===== src/rtl/execute_unit.sv =====
// Execute stage ALU: single-cycle logic/arith/shift ops plus a WIDTH-cycle
// shift-add multiplier, with registered result, outValid pulse and NZCV flags.
module execute_unit #(
    parameter int unsigned WIDTH = 32
) (
    input  logic             clock,
    input  logic             reset,
    input  logic             inValid,
    output logic             inReady,
    input  logic [WIDTH-1:0] operand1,
    input  logic [WIDTH-1:0] operand2,
    input  logic [3:0]       aluOp,
    input  logic             setFlags,
    output logic [WIDTH-1:0] result,
    output logic             outValid,
    output logic             negative,
    output logic             zero,
    output logic             carry,
    output logic             overflow
);

    localparam int unsigned SHW  = $clog2(WIDTH);
    localparam int unsigned CNTW = $clog2(WIDTH);

    localparam logic [3:0] OP_AND  = 4'b0000;
    localparam logic [3:0] OP_ORR  = 4'b0001;
    localparam logic [3:0] OP_ADD  = 4'b0010;
    localparam logic [3:0] OP_SUB  = 4'b0110;
    localparam logic [3:0] OP_PASS = 4'b0111;
    localparam logic [3:0] OP_NOR  = 4'b1100;
    localparam logic [3:0] OP_LSL  = 4'b1001;
    localparam logic [3:0] OP_LSR  = 4'b1010;
    localparam logic [3:0] OP_MUL  = 4'b1000;

    typedef enum logic {
        S_IDLE,
        S_MUL
    } state_t;

    state_t            state;
    logic [WIDTH-1:0]  mcand;
    logic [WIDTH-1:0]  mplier;
    logic [WIDTH-1:0]  acc;
    logic [CNTW-1:0]   cnt;
    logic              mul_sf;

    logic              sub_op;
    logic [WIDTH-1:0]  addend;
    logic [WIDTH:0]    sum_ext;
    logic              add_v;
    logic [SHW-1:0]    shamt;
    logic [WIDTH-1:0]  alu_res;
    logic              upd_nz;
    logic              upd_cv;
    logic              c_val;
    logic              v_val;
    logic [WIDTH-1:0]  acc_next;

    assign inReady = (state == S_IDLE);

    // SUB reuses the adder as operand1 + ~operand2 + 1; carry-out means no borrow
    assign sub_op  = (aluOp == OP_SUB);
    assign addend  = sub_op ? ~operand2 : operand2;
    assign sum_ext = {1'b0, operand1} + {1'b0, addend} + (WIDTH+1)'(sub_op);
    assign add_v   = (operand1[WIDTH-1] == addend[WIDTH-1]) &&
                     (sum_ext[WIDTH-1] != operand1[WIDTH-1]);
    assign shamt   = operand2[SHW-1:0];

    assign acc_next = acc + (mplier[0] ? mcand : '0);

    // Single-cycle result and which flags the op is allowed to touch
    always_comb begin
        alu_res = '0;
        upd_nz  = 1'b0;
        upd_cv  = 1'b0;
        c_val   = 1'b0;
        v_val   = 1'b0;
        case (aluOp)
            OP_AND: begin
                alu_res = operand1 & operand2;
                upd_nz  = 1'b1;
                upd_cv  = 1'b1;
            end
            OP_ORR:  alu_res = operand1 | operand2;
            OP_ADD, OP_SUB: begin
                alu_res = sum_ext[WIDTH-1:0];
                upd_nz  = 1'b1;
                upd_cv  = 1'b1;
                c_val   = sum_ext[WIDTH];
                v_val   = add_v;
            end
            OP_PASS: alu_res = operand2;
            OP_NOR:  alu_res = ~(operand1 | operand2);
            OP_LSL:  alu_res = operand1 << shamt;
            OP_LSR:  alu_res = operand1 >> shamt;
            default: alu_res = '0;
        endcase
    end

    always_ff @(posedge clock or posedge reset) begin
        if (reset) begin
            state    <= S_IDLE;
            result   <= '0;
            outValid <= 1'b0;
            negative <= 1'b0;
            zero     <= 1'b0;
            carry    <= 1'b0;
            overflow <= 1'b0;
            mcand    <= '0;
            mplier   <= '0;
            acc      <= '0;
            cnt      <= '0;
            mul_sf   <= 1'b0;
        end else begin
            outValid <= 1'b0;
            case (state)
                S_IDLE: begin
                    if (inValid) begin
                        if (aluOp == OP_MUL) begin
                            state  <= S_MUL;
                            mcand  <= operand1;
                            mplier <= operand2;
                            acc    <= '0;
                            cnt    <= '0;
                            mul_sf <= setFlags;
                        end else begin
                            result   <= alu_res;
                            outValid <= 1'b1;
                            if (setFlags && upd_nz) begin
                                negative <= alu_res[WIDTH-1];
                                zero     <= (alu_res == '0);
                            end
                            if (setFlags && upd_cv) begin
                                carry    <= c_val;
                                overflow <= v_val;
                            end
                        end
                    end
                end
                S_MUL: begin
                    // One multiplier bit per cycle; last iteration publishes the product
                    acc    <= acc_next;
                    mcand  <= mcand << 1;
                    mplier <= mplier >> 1;
                    cnt    <= cnt + CNTW'(1);
                    if (cnt == CNTW'(WIDTH - 1)) begin
                        state    <= S_IDLE;
                        result   <= acc_next;
                        outValid <= 1'b1;
                        if (mul_sf) begin
                            negative <= acc_next[WIDTH-1];
                            zero     <= (acc_next == '0);
                        end
                    end
                end
                default: state <= S_IDLE;
            endcase
        end
    end

endmodule

===== config.mk =====
export PLATFORM = sky130hd
export DESIGN_NAME = execute_unit
export DESIGN_NICKNAME = d
export VERILOG_FILES = /design/src/rtl/execute_unit.sv
export SDC_FILE = /design/constraint.sdc
export NUM_CORES = 1
export LEC_CHECK = 0
export BUFFER_PORTS_ARGS = -buffer_cell sky130_fd_sc_hd__buf_2
export CAP_MARGIN = 30
export CORE_ASPECT_RATIO = 2
export CORE_MARGIN = 1
export CORE_UTILIZATION = 55
export DETAILED_ROUTE_END_ITERATION = 7
export PLACE_DENSITY = 0.74
export SLEW_MARGIN = 20
export SYNTH_ARGS = -nofsm -noshare
export SYNTH_HDL_FRONTEND = slang
export SYNTH_SLANG_ARGS = --single-unit

===== constraint.sdc =====
create_clock -name clock -period 5.3 [get_ports clock]
set_input_delay 0.795 -clock clock [delete_from_list [all_inputs] [get_ports clock]]
set_output_delay 0.795 -clock clock [all_outputs]
set_load 0.03 [all_outputs]

==> results of run 1 <==
[registers in the layout, summed over array words and instances (netlist names)]
signal	cells
zero	1
negative	1
carry	1
acc	32
mul_sf	1
mcand	32
outValid	1
mplier	32
state	1
overflow	1
result	32
cnt	5
[logic make-up (layout without fill, tap and decap cells)]
group | count (synthesis) | in the layout | share of synthesized area (%)
AND/OR/NAND/NOR | 707 | 707 | 20.9
AO/OA/AOI/OAI | 596 | 596 | 24.4
multiplexers | 202 | 202 | 15.8
buffers and inverters | 183 | 308 | 4.79
flip-flops | 140 | 140 | 22.2
adder cells (fa/ha/maj) | 99 | 99 | 7.59
XOR/XNOR | 78 | 78 | 4.33
other | 0 | 2 | 0
[stage by stage]
step           setup slack [ps]  utilization [%]  total power [uW]  std cells  hold WS, ps
4_1_cts                     204             63.4              5980       2485          477
6_report                    141             63.5              6120       2488          448
3_5_place_dp               38.1             61.4              4750       2453          469
2_1_floorplan              63.4                -              3730       2005          449
3_3_place_gp                194             61.3              4630       2451          458
5_1_grt                    67.3             63.5              6430       2487          506
[power by group]
group / leakage (uW) / internal, uW / switching [uW]
registers: 0.00181 / 1490 / 322
clock network: 0.000275 / 667 / 564
logic: 0.00587 / 1080 / 2000
[critical path, delay by kind of cell, from the launching register on]
family | cells | cell delay, ps
AOI/OAI and AO/OA | 3 | 780
xor gates and xnor gates | 1 | 210
adders and majority gates | 2 | 660
buffers and inverters | 1 | 180
DFF | 1 | 450
and+or+nand+nor | 8 | 2810
[worst paths after layout]
kind                       cells past startpoint  slack [ps]                     end                    from
setup / recovery                              15         140        zero$_DFFE_PP0P_   mplier[0]$_DFFE_PP0P_
hold / removal                                 2         450    mcand[2]$_DFFE_PP0P_                   reset
setup reg to reg                              15         140        zero$_DFFE_PP0P_   mplier[0]$_DFFE_PP0P_
hold reg to reg                                2         480  result[19]$_DFFE_PP0P_  result[19]$_DFFE_PP0P_
max in group asynchronous                      3        3800         state$_DFF_PP0_                   reset
min in group clock                             2         480  result[19]$_DFFE_PP0P_  result[19]$_DFFE_PP0P_
[Yosys cell counts, types with 12 or more instances]
cell type,number
maj3_1,22
nor3_1,44
buf_1,29
o22ai_1,25
ha_1,75
mux4_2,31
nand4_1,24
nand2b_1,13
o221ai_1,12
o31ai_1,25
nor2_1,179
o21a_1,13
a21o_1,17
xor2_1,22
xnor2_1,56
a211oi_1,31
a21oi_1,133
and3_1,14
nand2_1,274
nand3_1,32
inv_1,20
o21ai_0,168
a31oi_1,15
mux2i_1,112
clkbuf_1,114
dfrtp_1,140
a22o_1,18
a211o_1,13
o211ai_1,27
a22oi_1,17
and2_1,43
mux2_2,55
[metal layers]
layer | track usage (%) | vias to the layer above | wire, microns | share of wire (%)
met5 | 3.30 | - | 145 | 0.19
met4 | 45.9 | 6 | 8270 | 11
met3 | 18.2 | 510 | 7970 | 11
met2 | 82.0 | 1399 | 34900 | 46
met1 | 54.8 | 8591 | 24200 | 32
li1 | - | 7661 | - | -
[layout make-up]
type,instances,area [sq um]
tap,356,445
clock inverter,14,133
timing repair buffer,254,1700
multi-input combinational,1682,11600
clock buffer,18,439
sequential,140,3510
inverter,22,87.6
antenna,2,5.00
fill,2485,10300
==> results.md, run 1 <==
* Gpl congestion at 1.14
* Peak supply drop at 0.000253 V
* Post-synth EDFFs at 0
* Relative slew slack at 34.9%
* IO Count at 110
* Fmax at 194 MHz
* Fin nets at 2266
* DRT Wirelength at 75500 microns
* Pin count of the biggest net entering global routing at 100
* Placement Cell Area at 17300 sq um
* Pwr/cell area at 342 nW/um^2
* Antenna violations before repair at 3
* Slew Viols, Final at 0
* Most frequent cells in the layout: nand2_1, nor2_1, o21ai_0
* Clock-pin slew on the worst setup and hold paths at 70 ps
* Detail Placement HPWL at 56500 microns
* Cells after synthesis at 2005
* Synthesized Nets at 2154
* Leak at 0.00795 uW
* CP peak stage delay at 590 ps
* Initial Util at 56.0%
* Core area at 28200 sq um
* Wire per inst at 30.3 microns
* Max-Cap Viols at 0
* Setup crit start kind: register
* Result of the run: finished, final reports clean
* Clock tree buffer depth at 2
* Cell taking the most area after synthesis: dfrtp_1
* TritonCTS buffer count at 17
* Die area at 29400 sq um
* Die X at 122 microns
* Vias in the first global route at 17900
* Final hold vios at 0
* Final setup violation count at 0
* First-pass GRT wire length at 113000 microns
* Post-route ant nets at 0
* Crit Path Class: reg -> reg
* Synthesized area per cell at 7.88 sq um
* Setup crit end kind: register
* Synth top area share at 22.2%
* Total of warnings raised by yosys at 0
* DR pass1 iterations at 8
* CTS tree: done
* CP Max Fanout at 8
* CTS sink cnt at 140
* Htree depth at 4
* Vias per cell at 7.30
* Sequential share of the synthesized area at 22.2%
* Clock Latency Late Sink at 450 ps
* Crit path cell chain: and2_1 -> ha_1 -> fa_1 -> a211oi_1 -> o31ai_2 -> xor2_1 -> or4_1 -> or4_1 -> or4_1 -> nor4b_1 -> buf_4 -> nand4_1 -> and4b_1 -> and4_1 -> a211o_1
* Final Skew at 17.3 ps
* Post-Layout Inst Area at 17900 sq um
* Drt initial violations at 2431
* Most common cell after layout, fill and taps aside: nand2_1
* Post-CTS setup buffer count at 0
* Ratio of cells with drive above 1 in the final layout at 19.1%
* Hold_buf cts at 0
* Slowest CP cell: or4_1
* CP most frequent cell: or4_1
* Die Ht at 242 microns
* GR Overflow Total at 0
* Worst hold-check path type: in -> async
* Unrepaired setup endpoints after global routing: no
* Post-CTS sizing at 0
* Library cells used by synthesis at 86
* Area contributors post-synth: dfrtp_1, mux2i_1, nand2_1
* Period minus WS final at 5160 ps
* Final Cycle Share at 97.3%
* Core Rows at 87
* Req. time, crit path at 5700 ps
* Post-synth ARST share at 100%
* Via count at 18200
* Flops & latches, synth at 140
* Area grow syn2layout at 13.3%
* Setup TNS at 0 ps
* GRT Total Usage at 52.6%
* Port Buffers at 109
* CP arrival at 5560 ps
* Ys flop type: dfrtp_1
* Slew @ Worst Pin at 975 ps
* Root Buffer: clkbuf_16
* Synth Cell Area at 15800 sq um
* Residual DRC count at 0
Power figures use the tool's default switching activity.
==> run 2: changes to the inputs <==
--- a/config.mk
+++ b/config.mk
@@ -12,6 +12,7 @@
 export CORE_UTILIZATION = 55
 export DETAILED_ROUTE_END_ITERATION = 7
 export PLACE_DENSITY = 0.74
+export RECOVER_POWER = 50
 export SLEW_MARGIN = 20
 export SYNTH_ARGS = -nofsm -noshare
 export SYNTH_HDL_FRONTEND = slang
==> run 2 against run 1 <==
  * The flow now finishes with violations (max-capacitance violations, max-slew violations)
  * Critical path depth did not move
  * Worst setup slack better by 6.3 ps
  * Largest cell class unchanged
  * Power fell by 0.30%
  * Combinational power hardly changed
  * Wire length fell by 0.19%
  * Final area fell by 0.20%
  * Sequential share of layout area about the same
  * Fmax is 0.12% higher
  * Via count down 0.40%
==> results.md, run 2 (synthesis results as in run 1) <==
* Setup crit end kind: register
* Slew @ Worst Pin at 3420 ps
* Design Power at 6100 uW
* Ratio of cells with drive above 1 in the final layout at 18.1%
* Pwr/cell area at 341 nW/um^2
* Combinational power share at 50.0%
* Hold_buf cts at 0
* Result of the run: finished with violations
* TritonCTS buffer count at 17
* Htree depth at 4
* Unrepaired setup endpoints after global routing: no
* Final core utilization at 63.3%
* Relative slew slack at -129%
* Final setup margin at 147 ps
* Psw at 2880 uW
* DR pass1 iterations at 6
* Wire length on met3 at 7840 microns
* Share of power burned in registers at 29.8%
* Leak at 0.00788 uW
* Post-CTS sizing at 0
* Final hold vios at 0
* Fmax at 194 MHz
* Area grow syn2layout at 13.1%
* Via count at 18100
* Peak supply drop at 0.000256 V
* Sw Share at 47.3%
* Internal power at 3210 uW
* Pre-CTS worst setup slack at 38.1 ps
* GRT Total Usage at 52.6%
* Die X at 122 microns
* Clock power share at 20.2%
* Slew Viols, Final at 145
* Residual DRC count at 0
* Fin nets at 2266
* Req. time, crit path at 5700 ps
* Vias in the first global route at 17900
* Failing checks: max-capacitance violations, max-slew violations
* Clock-pin slew on the worst setup and hold paths at 70 ps
* Most common cell after layout, fill and taps aside: nand2_1
* Crit Path Class: reg -> reg
* Pin count of the biggest net entering global routing at 100
* Gpl congestion at 1.14
* Met2 routed WL at 34900 microns
* Wire per inst at 30.3 microns
* GR Overflow Total at 0
* Final Skew at 18.3 ps
* Vias per cell at 7.27
* Final setup violation count at 0
* Port Buffers at 109
* CP Max Fanout at 8
* Core Rows at 87
* Detail Placement HPWL at 56500 microns
* Max-Cap Viols at 3
* CP arrival at 5550 ps
* Period minus WS final at 5150 ps
* Setup TNS at 0 ps
* Antenna violations before repair at 3
* IO Count at 110
* M1 WL at 24300 microns
* Core area at 28200 sq um
* Clock Latency Late Sink at 460 ps
* Worst hold-check path type: reg -> reg
* Drt initial violations at 2337
* Clock tree buffer depth at 2
* Root Buffer: clkbuf_16
* Most frequent cells in the layout: nand2_1, nor2_1, o21ai_0
* Post-CTS setup buffer count at 0
* Setup crit start kind: register
* DRT Wirelength at 75300 microns
* Initial Util at 56.0%
* Die Ht at 242 microns
* Final Cycle Share at 97.2%
* CTS sink cnt at 140
* Post-route ant nets at 0
* CTS tree: done
* First-pass GRT wire length at 113000 microns
* Top Metal Used: met5
* Die area at 29400 sq um
[run 2: cell types whose count changed in the layout (fill, tap and decap cells not counted)]
cell,before,now
clkbuf_1,0,22
buf_2,108,88
buf_4,141,139
clkinvlp_2,0,1
inv_6,7,6
[run 2: metrics by stage]
step                hold slack, ps  std cells  area [sq um]
CTS                            477       2485         17900
global placement               458       2451         17300
floorplan                      449       2005         15800
finish                         482       2488         17900
detailed placement             469       2453         17300
global route                   508       2487         17900
[run 2: power by group through the flow]
stage                     Combinational [uW]  Sequential (uW)  Clock, uW
after floorplan                         1770             1960          0
after global placement                  2850             1780          0
after detailed placement                2940             1820          0
after CTS                               2960             1800       1220
after global routing                    3280             1870       1270
final                                   3050             1810       1230
[run 2: area by class of cell]
class,instances,area (sq um)
multi-input combinational,1682,11600
clock inverter,14,133
sequential,140,3510
antenna,2,5.00
tap,356,445
clock buffer,18,439
inverter,22,83.8
fill,2504,10300
timing repair buffer,254,1670
[run 2: path summary, 6_finish.rpt]
kind,startpoint,to,slack [ps],cells after the start
max,mplier[0]$_DFFE_PP0P_,zero$_DFFE_PP0P_,150,15
min,mplier[31]$_DFFE_PP0P_,mplier[30]$_DFFE_PP0P_,480,2
max reg2reg,mplier[0]$_DFFE_PP0P_,zero$_DFFE_PP0P_,150,15
min reg2reg,mplier[31]$_DFFE_PP0P_,mplier[30]$_DFFE_PP0P_,480,2
max in group asynchronous,reset,state$_DFF_PP0_,760,3
min in group asynchronous,reset,mcand[2]$_DFFE_PP0P_,1310,2
[run 2: metal layers]
| metal | track usage, % | vias up |
|---|---|---|
| met1 | 54.8 | 8603 |
| li1 | - | 7665 |
| met5 | 3.30 | - |
| met4 | 45.9 | 6 |
| met3 | 18.2 | 506 |
| met2 | 82.0 | 1315 |
[run 2: critical path: stages (launching register included)]
cell      delay [ps]
dfrtp_1          450
and2_1           190
ha_1             220
fa_1             440
a211oi_1         420
o31ai_2          210
xor2_1           210
or4_1            600
or4_1            440
or4_1            540
nor4b_1          310
buf_4            180
nand4_1          120
and4b_1          300
and4_1           310
a211o_1          150
==> run 3: changes to the inputs <==
--- a/config.mk
+++ b/config.mk
@@ -7,11 +7,13 @@
 export LEC_CHECK = 0
 export BUFFER_PORTS_ARGS = -buffer_cell sky130_fd_sc_hd__buf_2
 export CAP_MARGIN = 30
+export CELL_PAD_IN_SITES_DETAIL_PLACEMENT = 0
+export CELL_PAD_IN_SITES_GLOBAL_PLACEMENT = 1
 export CORE_ASPECT_RATIO = 2
 export CORE_MARGIN = 1
-export CORE_UTILIZATION = 55
+export CORE_UTILIZATION = 35
 export DETAILED_ROUTE_END_ITERATION = 7
-export PLACE_DENSITY = 0.74
+export PLACE_DENSITY_LB_ADDON = 0.1
 export RECOVER_POWER = 50
 export SLEW_MARGIN = 20
 export SYNTH_ARGS = -nofsm -noshare
==> run 3 against run 2 <==
  * The flow finishes with violations (design-rule violations, max-capacitance violations, max-slew violations)
  * Non-clock buffer count is 45 higher
  * Critical path depth fell by 1
  * Clock skew down 4.0 ps
  * Die area is 56% higher
  * Highest routed layer is now met4
  * Wire length is 6.4% higher
  * Power is 1.2% higher
  * Cell count up 9.7%
==> results.md, run 3 (synthesis results as in run 1) <==
* Result of the run: finished with violations
* Failing checks: design-rule violations, max-capacitance violations, max-slew violations
* Slew Viols, Final at 145
* IO Count at 110
* Most common cell after layout, fill and taps aside: nand2_1
* Port Buffers at 109
* CP Max Fanout at 20
* Post-route ant nets at 0
* Unrepaired setup endpoints after global routing: no
* TritonCTS buffer count at 17
* Period minus WS final at 5080 ps
* Relative slew slack at -84.6%
* Crit Path Class: in -> reg
* DR pass1 iterations at 7
* Most frequent cells in the layout: nand2_1, buf_4, nor2_1
* Die Ht at 302 microns
* Fmax at 197 MHz
* Initial Util at 35.6%
* Drt initial violations at 1076
* Htree depth at 4
* Final setup margin at 223 ps
* Final Skew at 14.3 ps
* DRT Wirelength at 80200 microns
* Pre-CTS worst setup slack at -167 ps
* Wire per inst at 29.4 microns
* GRT Total Usage at 35.1%
* CTS sink cnt at 140
* Vias per cell at 6.17
* Slew @ Worst Pin at 2750 ps
* Via count at 16800
* Setup crit end kind: register
* Crit-path leading delay family: simple AND/OR/NAND/NOR gates
* Cell count after placement at 2698
* Worst hold slack at 477 ps
* WP buf/inv at 4
* Worst setup path startpoint: operand2[3]
* Fin nets at 2311
* Slowest CP cell: or4_1
* Post-CTS setup buffer count at 0
* Gpl congestion at 0.994
* Post-CTS sizing at 0
* Ratio of cells with drive above 1 in the final layout at 19.6%
* Pin count of the biggest net entering global routing at 92
* Residual DRC count at 12
* Max-Cap Viols at 3
* Area grow syn2layout at 16.9%
* Pwr/cell area at 334 nW/um^2
* Peak supply drop at 0.000204 V
* Crit path cell chain: buf_2 -> inv_1 -> buf_4 -> a32oi_1 -> o311a_1 -> nor2_1 -> a211o_1 -> or4b_1 -> nor4_1 -> buf_4 -> nand4_1 -> or4_1 -> nor4_1 -> a211o_1
* Core area at 44300 sq um
* Final setup violation count at 0
* Core Rows at 109
* Layout Cells excl Fill at 2729
* First-pass GRT wire length at 117000 microns
* Leak at 0.00812 uW
* Final Cycle Share at 95.8%
* Clock-pin slew on the worst setup and hold paths at 60 ps
* Clock tree buffer depth at 2
* CP arrival at 5460 ps
* Hold Startpoint: result[19]$_DFFE_PP0P_
* Root Buffer: clkbuf_16
* Detail Placement HPWL at 65000 microns
* FF-to-FF Start: mplier[0]$_DFFE_PP0P_
* Hold_buf cts at 0
* CTS tree: done
* Clock Latency Late Sink at 440 ps
* Die X at 152 microns
* Worst hold-check path type: reg -> reg
* Setup TNS at 0 ps
* Final hold vios at 0
* Antenna violations before repair at 0
* Final core utilization at 41.6%
* Req. time, crit path at 5680 ps
* GR Overflow Total at 0
* CP peak stage delay at 500 ps
* N_diodes at 0
* Die area at 46000 sq um
* Vias in the first global route at 17100
* Setup crit start kind: primary input
run 3: metal layers:
layer / wire, microns / vias up / global-route usage [%]
li1: - / 7742 / -
met1: 28300 / 8227 / 36.2
met2: 42200 / 635 / 65.7
met3: 2950 / 227 / 2.99
met4: 6680 / 0 / 26.9
met5: 0 / - / 0
run 3: worst register-to-register path, stage by stage (launching register included):
cell	delay [ps]
dfrtp_1	500
and2_1	200
ha_1	210
fa_1	440
a211oi_1	310
o31ai_1	230
xor2_1	200
or4_1	490
or4_1	480
or4_1	580
nor4b_1	310
buf_4	170
nand4_1	90
and4b_1	330
and4_1	250
a211o_1	130
run 3: where the power goes:
group	internal (uW)	total [uW]	leakage [uW]	switching [uW]
Clock	801	1300	0.000299	496
Combinational	1100	3080	0.00601	1980
Sequential	1490	1790	0.00181	304
Total	3390	6170	0.00812	2780
run 3: final cells by class:
cell class              instances  area (sq um)
inverters                      22          83.8
clock buffers                  18           439
multi-input cells            1682         11600
flip-flops and latches        140          3510
repair buffers                299          1980
clock inverters                13           191
fillers                      4599         25900
well taps                     555           694
run 3: path summary, 6_finish.rpt:
| check | to | slack (ps) | cells after the start |
|---|---|---|---|
| max reg2reg | zero$_DFFE_PP0P_ | 320 | 15 |
| max | zero$_DFFE_PP0P_ | 220 | 14 |
| min in group asynchronous | acc[7]$_DFFE_PP0P_ | 1120 | 2 |
| min | result[19]$_DFFE_PP0P_ | 480 | 2 |
| min reg2reg | result[19]$_DFFE_PP0P_ | 480 | 2 |
| max in group asynchronous | mplier[20]$_DFFE_PP0P_ | 1210 | 3 |
run 3: metrics by stage:
step                cell area, sq um  total power, uW
floorplan                      15800             3730
global placement               17900             4860
detailed placement             17900             4880
CTS                            18500             6210
global route                   18500             6550
finish                         18500             6170
